<file path="src/rtl/alu_writeback_if.sv">
// Bundle of the ALU-side accept port, the register-file write port and architectural status.
// The slave modport is the retire stage; master is whoever drives the ALU results and the register file.
`ifndef DEFAULT_WIDTH
`define DEFAULT_WIDTH 16
`endif

interface alu_writeback_if #(
  parameter int n = `DEFAULT_WIDTH,
  parameter int r = 4
);
  logic         in_valid;
  logic         in_ready;
  logic [n-1:0] in_data;
  logic [r-1:0] in_dest;
  logic         in_wen;
  logic [3:0]   in_fmask;
  logic [3:0]   in_flags;
  logic         rf_wen;
  logic [r-1:0] rf_addr;
  logic [n-1:0] rf_data;
  logic         rf_ready;
  logic [3:0]   flags;
  logic         flag_c;
  logic         busy;

  modport master (
    output in_valid, in_data, in_dest, in_wen, in_fmask, in_flags, rf_ready,
    input  in_ready, rf_wen, rf_addr, rf_data, flags, flag_c, busy
  );

  modport slave (
    input  in_valid, in_data, in_dest, in_wen, in_fmask, in_flags, rf_ready,
    output in_ready, rf_wen, rf_addr, rf_data, flags, flag_c, busy
  );
endinterface

</file>
<file path="src/rtl/alu_writeback.sv">
// ALU retire stage: 2-entry skid FIFO draining to the register-file write port; commits masked flags on retire.
// Entry visible on rf_* one cycle after accept; in_ready drops only when full, never looks at rf_ready.
`ifndef DEFAULT_WIDTH
`define DEFAULT_WIDTH 16
`endif

module alu_writeback #(
  parameter int n = `DEFAULT_WIDTH,
  parameter int r = 4
) (
  input  logic           clk,
  input  logic           rst_n,
  alu_writeback_if.slave bus
);

  typedef struct packed {
    logic [n-1:0] data;
    logic [r-1:0] dest;
    logic         wen;
    logic [3:0]   fmask;
    logic [3:0]   flags;
  } entry_t;

  typedef enum logic [1:0] {
    EMPTY = 2'd0,
    ONE   = 2'd1,
    FULL  = 2'd2
  } state_t;

  entry_t     mem [2];
  entry_t     head_e;
  logic       head;
  logic       tail;
  state_t     state;
  logic [3:0] flags_q;
  logic       accept;
  logic       retire;

  assign head_e = mem[head];
  assign accept = bus.in_valid && bus.in_ready;
  // wen=0 entries drain without waiting on the register file
  assign retire = (state != EMPTY) && (!head_e.wen || bus.rf_ready);

  assign bus.in_ready = (state != FULL);
  assign bus.busy     = (state != EMPTY);
  assign bus.rf_wen   = (state != EMPTY) && head_e.wen;
  assign bus.rf_addr  = head_e.dest;
  assign bus.rf_data  = head_e.data;
  assign bus.flags    = flags_q;
  assign bus.flag_c   = flags_q[3];

  // Payload storage is deliberately left out of reset.
  always_ff @(posedge clk) begin
    if (accept) begin
      mem[tail] <= '{data:  bus.in_data,
                     dest:  bus.in_dest,
                     wen:   bus.in_wen,
                     fmask: bus.in_fmask,
                     flags: bus.in_flags};
    end
  end

  always_ff @(posedge clk or negedge rst_n) begin
    if (!rst_n) begin
      state   <= EMPTY;
      head    <= 1'b0;
      tail    <= 1'b0;
      flags_q <= 4'b0000;
    end else begin
      if (accept) begin
        tail <= ~tail;
      end
      if (retire) begin
        head    <= ~head;
        flags_q <= (flags_q & ~head_e.fmask) | (head_e.flags & head_e.fmask);
      end
      case (state)
        EMPTY: if (accept) state <= ONE;
        ONE: begin
          if (accept && !retire) begin
            state <= FULL;
          end else if (!accept && retire) begin
            state <= EMPTY;
          end
        end
        FULL:    if (retire) state <= ONE;
        default: state <= EMPTY;
      endcase
    end
  end

endmodule

</file>
<file path="src/flat_wrapper.sv">
// flat-port wrapper written by rule: the top's interface ports become plain ports
module alu_writeback_flat 
#(
  parameter int n = `DEFAULT_WIDTH,
  parameter int r = 4
)
  (clk, rst_n, bus_in_valid, bus_in_data, bus_in_dest, bus_in_wen, bus_in_fmask, bus_in_flags, bus_rf_ready, bus_in_ready, bus_rf_wen, bus_rf_addr, bus_rf_data, bus_flags, bus_flag_c, bus_busy);
  alu_writeback_if #(.n(n), .r(r)) bus_i ();
  input  logic clk;
  input  logic rst_n;
  input wire logic [$bits(bus_i.in_valid)-1:0] bus_in_valid;
  input wire logic [$bits(bus_i.in_data)-1:0] bus_in_data;
  input wire logic [$bits(bus_i.in_dest)-1:0] bus_in_dest;
  input wire logic [$bits(bus_i.in_wen)-1:0] bus_in_wen;
  input wire logic [$bits(bus_i.in_fmask)-1:0] bus_in_fmask;
  input wire logic [$bits(bus_i.in_flags)-1:0] bus_in_flags;
  input wire logic [$bits(bus_i.rf_ready)-1:0] bus_rf_ready;
  output wire logic [$bits(bus_i.in_ready)-1:0] bus_in_ready;
  output wire logic [$bits(bus_i.rf_wen)-1:0] bus_rf_wen;
  output wire logic [$bits(bus_i.rf_addr)-1:0] bus_rf_addr;
  output wire logic [$bits(bus_i.rf_data)-1:0] bus_rf_data;
  output wire logic [$bits(bus_i.flags)-1:0] bus_flags;
  output wire logic [$bits(bus_i.flag_c)-1:0] bus_flag_c;
  output wire logic [$bits(bus_i.busy)-1:0] bus_busy;
  assign bus_i.in_valid = bus_in_valid;
  assign bus_i.in_data = bus_in_data;
  assign bus_i.in_dest = bus_in_dest;
  assign bus_i.in_wen = bus_in_wen;
  assign bus_i.in_fmask = bus_in_fmask;
  assign bus_i.in_flags = bus_in_flags;
  assign bus_i.rf_ready = bus_rf_ready;
  assign bus_in_ready = bus_i.in_ready;
  assign bus_rf_wen = bus_i.rf_wen;
  assign bus_rf_addr = bus_i.rf_addr;
  assign bus_rf_data = bus_i.rf_data;
  assign bus_flags = bus_i.flags;
  assign bus_flag_c = bus_i.flag_c;
  assign bus_busy = bus_i.busy;
  alu_writeback #(.n(n), .r(r)) u_core (.clk(clk), .rst_n(rst_n), .bus(bus_i));
endmodule
</file>
<file path="config.mk">
export PLATFORM = sky130hd
export DESIGN_NAME = alu_writeback_flat
export DESIGN_NICKNAME = d
export VERILOG_FILES = /design/src/rtl/alu_writeback_if.sv /design/src/rtl/alu_writeback.sv /design/src/flat_wrapper.sv
export SDC_FILE = /design/constraint.sdc
export NUM_CORES = 1
export LEC_CHECK = 0
export BUFFER_PORTS_ARGS = -buffer_cell sky130_fd_sc_hd__buf_4
export CAP_MARGIN = 20
export CELL_PAD_IN_SITES_DETAIL_PLACEMENT = 0
export CELL_PAD_IN_SITES_GLOBAL_PLACEMENT = 1
export CORE_MARGIN = 5
export CORE_UTILIZATION = 35
export DETAILED_ROUTE_END_ITERATION = 8
export PLACE_DENSITY = 0.76
export SLEW_MARGIN = 20
export SYNTH_ARGS = -nofsm -noshare
export SYNTH_HDL_FRONTEND = slang
export SYNTH_SLANG_ARGS = --single-unit
</file>
<file path="constraint.sdc">
create_clock -name clk -period 2.9 [get_ports clk]
set_input_delay 0.29 -clock clk [delete_from_list [all_inputs] [get_ports clk]]
set_output_delay 0.29 -clock clk [all_outputs]
set_load 0.01 [all_outputs]
</file>
# Yosys cells after proc, flatten, opt, wreduce, memory -nomap -nowiden

Memory sizes are Yosys's and may differ from the RTL's.
Cells that the tools add are included.

Register bits after elaboration: 8
Memory bits (writable): 58
Output and inout bits: 28
Word-level logic and storage cells: 36
Memories kept: 1

Memories:

| memory     | depth | width | read ports | clocked after Yosys merged registers in | write ports | RTL line            | source |
|---|---|---|---|---|---|---|---|
| u_core.mem | 2     | 29    | 1          | 0                                       | 1           | alu_writeback.sv:30 | `entry_t mem [2];` |

Eq/ne operators: 6
Multiplexer cells: 7
Bitwise gates (word level): 6
Reduce and logical (&&, ||, !) cells: 12

Operators with widths:

| operator                                              | number |
|---|---|
| bitwise AND 4 bit                                     | 2 |
| 2-to-1 mux 2 bit                                      | 4 |
| case mux 2 bit (3 select lines)                       | 1 |
| logical AND 1 bit                                     | 5 |
| inequality test 2 x 1 -> 1 bit, second input constant | 2 |
| inverter 4 bit                                        | 1 |
| OR 4 bit                                              | 1 |
| logical NOT 1 bit                                     | 3 |
| inequality test 3 x 1 -> 1 bit, second input constant | 1 |
| AND reduction 3 bit                                   | 1 |
| equality test 2 x 1 -> 1 bit, second input constant   | 1 |
| equality test 2 bit, second input constant            | 1 |
| logical NOT 2 bit                                     | 1 |
| 2-to-1 mux 1 bit                                      | 2 |
| inequality test 2 bit, second input constant          | 1 |
| inverter 1 bit                                        | 2 |
| nonzero test 2 bit                                    | 1 |
| logical OR 1 bit                                      | 1 |

# Depth between registers and ports, before layout

An unclocked memory read counts as a cell.

Depth in word-level cells: 8
Depth in mapped cells: 6

# Worst setup path before layout

No wires, ideal clock.

Path type: flip-flop to flip-flop
From: reg u_core.state[0]
To: mem u_core.mem[0][0] in the netlist's numbering (enable)
Setup time: 0.415 ns
Arrival time: 1.964 ns
Data required time: 2.485 ns
Slack: 0.521 ns
Stages on the path, launching flop included: 4
Path buffers: 0
Cell sequence: dfrtp_1 nand2b_1 nand2_1 nor2_1

Longest elaborated chain between the ends: 4

RTL lines:

| element                                | RTL line            | source |
|---|---|---|
| start, declared                        | alu_writeback.sv:34 | `state_t state;` |
| start signal, assigned                 | alu_writeback.sv:65 | `state <= EMPTY;` |
| start signal, assigned                 | alu_writeback.sv:78 | `EMPTY: if (accept) state <= ONE;` |
| start signal, assigned                 | alu_writeback.sv:81 | `state <= FULL;` |
| inequality test 2 bit                  | alu_writeback.sv:44 | `assign bus.in_ready = (state != FULL);` |
| via bus_in_ready                       | flat_wrapper.sv:18  | `output wire logic [$bits(bus_i.in_ready)-1:0] bus_in_ready;` |
| logical AND 1 bit                      | alu_writeback.sv:40 | `assign accept = bus.in_valid && bus.in_ready;` |
| 2-to-1 mux 1 bit                       | alu_writeback.sv:54 | `if (accept) begin` |
| 2-to-1 mux 1 bit (not written as such) | alu_writeback.sv:55 | `mem[tail] <= '{data: bus.in_data,` |
| end, declared                          | alu_writeback.sv:30 |  |

The timed path passes the listed nets, and every way through them passes these cells.

# Worst setup path after layout

From: reg u_core.head
To: reg u_core.state[1]

Longest elaborated chain between the ends: 8

RTL lines:

| element                                                                                        | RTL line            | source |
|---|---|---|
| start, declared                                                                                | alu_writeback.sv:32 | `logic head;` |
| start signal, assigned                                                                         | alu_writeback.sv:74 | `head <= ~head;` |
| memory read (2 x 29 bit) (*)                                                                   | n/a                 |  |
| logical NOT 1 bit (*)                                                                          | alu_writeback.sv:42 | `assign retire = (state != EMPTY) && (!head_e.wen \|\| bus.rf_ready);` |
| logical OR 1 bit (*)                                                                           | alu_writeback.sv:42 |  |
| logical AND 1 bit (*)                                                                          | alu_writeback.sv:42 |  |
| logical NOT 1 bit                                                                              | alu_writeback.sv:80 | `if (accept && !retire) begin` |
| logical AND 1 bit                                                                              | alu_writeback.sv:80 |  |
| inequality test 3 x 1 -> 1 bit (no source line) / 2-to-1 mux 2 bit (equally long branches)     | n/a                 |  |
| AND reduction 3 bit (no source line) / case mux 2 bit (3 select lines) (equally long branches) | n/a                 |  |
| end signal, assigned                                                                           | alu_writeback.sv:78 |  |
| end signal, assigned                                                                           | alu_writeback.sv:81 |  |
| end signal, assigned                                                                           | alu_writeback.sv:83 | `state <= EMPTY;` |

Mark *: on every way between the ends. The rest lies on a longest branch, timed or not.
A chain may end at the register's enable or synchronous reset.

==> reports/results.ini <==
[yosys]
synthMuxAreaShare_pct=15.5
synth_area_um2=2480
ys_warn_count=0
synth_edf_count=58
synth_seq_area_share_pct=78.2
async_flop_share_pct=12.1
synth-adder-area-share_pct=0.504
post_synth.cell_area_avg_um2=20.0
syn_inst=124
synth_xor_area_share_pct=0.705
synth_compound_gate_area_share_pct=1.96
synth_top_family_by_area=multiplexers
synth_cell_type_count=21
yosys.area_share.simple_pct=1.71
synth_nets=158
synthFlopType=edfxtp_1
ys_seq_elements=66

[clocking]
cts.repair.resized=0
clockBufferDepth=2
cts_root_buf=clkbuf_8
cts_tree=yes
cts.sinks=66
htree_levels=3
cts_setup_buffers=0
clk_pin_slew_worst_paths_ns=0.07
insertion_delay_ns=0.33
ctsHoldBuffers=1
numCtsBuffers=9

[worst_hold_path]
min_from=bus_in_flags[0]
hold_class=primary input to register

[global_routing]
grt_busiest_layer=met2
grt_pass1_vias=1518
antenna_found_initial=0
met1_usage_pct=11.0
gr-usage-all-layers_pct=10.9
grtUsageMet3_pct=2.96
grtUsageMet2_pct=19.5
grt_pass1_wl_um=7100
grt_overflow_total=0
grt_max_degree=30

[sta]
tightest_slew_ns=0.427
finClkSkew_ns=0.00473
setup_ws_ns=0.924
layout_min_cycle_time_ns=1.98
fmax_ghz=0.506
period_share_pct=68.2
rsz0062_at_grt=false
relSlewSlack_pct=70.9
setup_viol=0
maxSlewViolCount=0
tns_ns=0
hold_viol_final=0

[run_status]
run_status=complete, no violations

[detailed_routing]
wirelength_um=4370
antenna_violating_nets_post_route=0
drtIter0Drc=37
vias=1321
viasPerCell=4.46
wire_per_inst_um=14.8
drc_errors=0
firstDrtPassIters=4

[setup_path]
r2r_slack_ns=0.92
crit_fanout=8
startpoint=u_core.head$_DFFE_PN0P_
worst-setup-path-type=register to register
cp_data_required_time_ns=3.13
endpoint_kind=register
timing.rr.start=u_core.head$_DFFE_PN0P_
crit_arrival_ns=2.21
startpoint_type=register

[placement]
placed_cell_area_um2=3050
globalplace.congestion=0.769
pre_cts_ws_ns=0.939
io_buffers=60
dp_hpwl_um=2910

[power_and_ir_drop]
internal_power_uw=2240
power-per-cell-area_nw_per_um2=963
power.share.switching_pct=28.6
power_leakage_uw=0.00124
switching_power_uw=897
power_frac_seq_pct=43.8
clock_power_share_pct=23.4
pwr-share-comb_pct=32.8
ir_worst_vdd_uv=288

[final_layout]
fin_area_um2=3250
nFillCells=617
nets=229
num_antenna_cells=0
drive_gt1_share_pct=52.0
area_delta_synth_final_pct=31.0

[floorplanning]
rows=30
dieArea_um2=8880
initial_core_util_pct=36.2
core_um2=6870
ioPinCount=61
fp.dieW_um=94.2
die_h_um=94.2

[run]
maxCapViolations=0

-- Yosys cell counts (2+ instances only) --
| master | instances | share of area (%) |
|---|---|---|
| mux2_2 | 25 | 11 |
| edfxtp_1 | 58 | 70 |
| inv_1 | 2 | 0.30 |
| xnor2_1 | 2 | 0.71 |
| nor2_1 | 4 | 0.60 |
| mux2_1 | 7 | 3.2 |
| o211ai_1 | 4 | 1.2 |
| buf_2 | 2 | 0.40 |
| dfrtp_1 | 8 | 8.1 |
-- layout by cell type, fill, tap and decap left out --
master	netlist	routed
buf_4	1	63
edfxtp_1	58	58
mux2_2	25	25
clkbuf_8	0	10
dfrtp_1	8	8
mux2_1	7	7
o211ai_1	4	4
nor2_1	4	3
inv_1	2	2
xnor2_1	2	2
clkinv_2	0	2
clkinv_1	0	2
nand2b_1	1	1
nand2_1	1	1
mux2i_2	1	1
o21ai_1	1	1
and3_1	1	1
nor2_2	0	1
mux2i_1	1	1
o22ai_1	1	1
or4bb_1	1	1
o31ai_1	1	1
ha_1	1	1
clkinv_4	0	1
bufinv_16	0	1
dlygate4sd3_1	0	1
-- per-layer routing --
layer / up-vias / wire length, um
met5: - / 0
met4: 0 / 107
met3: 9 / 214
met2: 35 / 2350
met1: 653 / 1700
li1: 624 / -
-- sequential cells by signal (all words and copies together) (netlist names), named ones only --
name,flops
u_core.tail,1
u_core.mem,58
u_core.head,1
u_core.state,2
-- metrics by stage --
step / hold slack (ns) / instances / util, % / power (uW)
floorplan: -0.00559 / 124 / - / 2000
global placement: 0.118 / 279 / 44.4 / 2430
detailed placement: 0.117 / 279 / 44.4 / 2450
CTS: 0.121 / 296 / 47.4 / 3200
global route: 0.115 / 296 / 47.4 / 3320
finish: 0.142 / 296 / 47.4 / 3130
-- power by group through the flow --
stage / Clock (uW) / Sequential, uW / Combinational [uW]
CTS: 762 / 1380 / 1060
finish: 733 / 1370 / 1030
detailed placement: 0 / 1400 / 1050
global route: 805 / 1400 / 1120
global placement: 0 / 1390 / 1040
floorplan: 0 / 1400 / 606
-- kinds of logic (layout without fill, tap and decap cells) --
family / after synthesis / in the layout
AO/OA/AOI/OAI: 7 / 7
XOR/XNOR: 2 / 2
adder cells (fa/ha/maj): 1 / 1
buffers and inverters: 6 / 82
flip-flops: 66 / 66
multiplexers: 34 / 34
AND/OR/NAND/NOR: 8 / 8
-- area by class of cell --
class / instances / area, um2 / share of cell area [%]
Sequential cell: 66 / 1940 / 59.7
Multi-Input combinational cell: 52 / 508 / 15.6
Timing Repair Buffer: 64 / 483 / 14.8
Clock buffer: 10 / 138 / 4.23
Tap cell: 96 / 120 / 3.69
Clock inverter: 6 / 56.3 / 1.73
Inverter: 2 / 7.51 / 0.231
-- critical path, cell delays in order (launching register included) --
cell     delay [ns]
dfrtp_1        0.37
mux2i_2        0.43
o21ai_1        0.17
ha_1           0.34
or4bb_1        0.48
o31ai_1        0.08
-- path summary, 6_finish.rpt --
check | to | cells past startpoint
max in group asynchronous | u_core.tail$_DFFE_PN0P_ | 2
worst min-delay path | u_core.mem[1][0]$_DFFE_PP_ | 1
worst min register to register | register | 1
min in group asynchronous | async pin | 2
worst max-delay path | u_core.state[1]$_DFFE_PN0P_ | 5
worst max register to register | u_core.state[1]$_DFFE_PN0P_ | 5
Power figures use the tool's default switching activity.
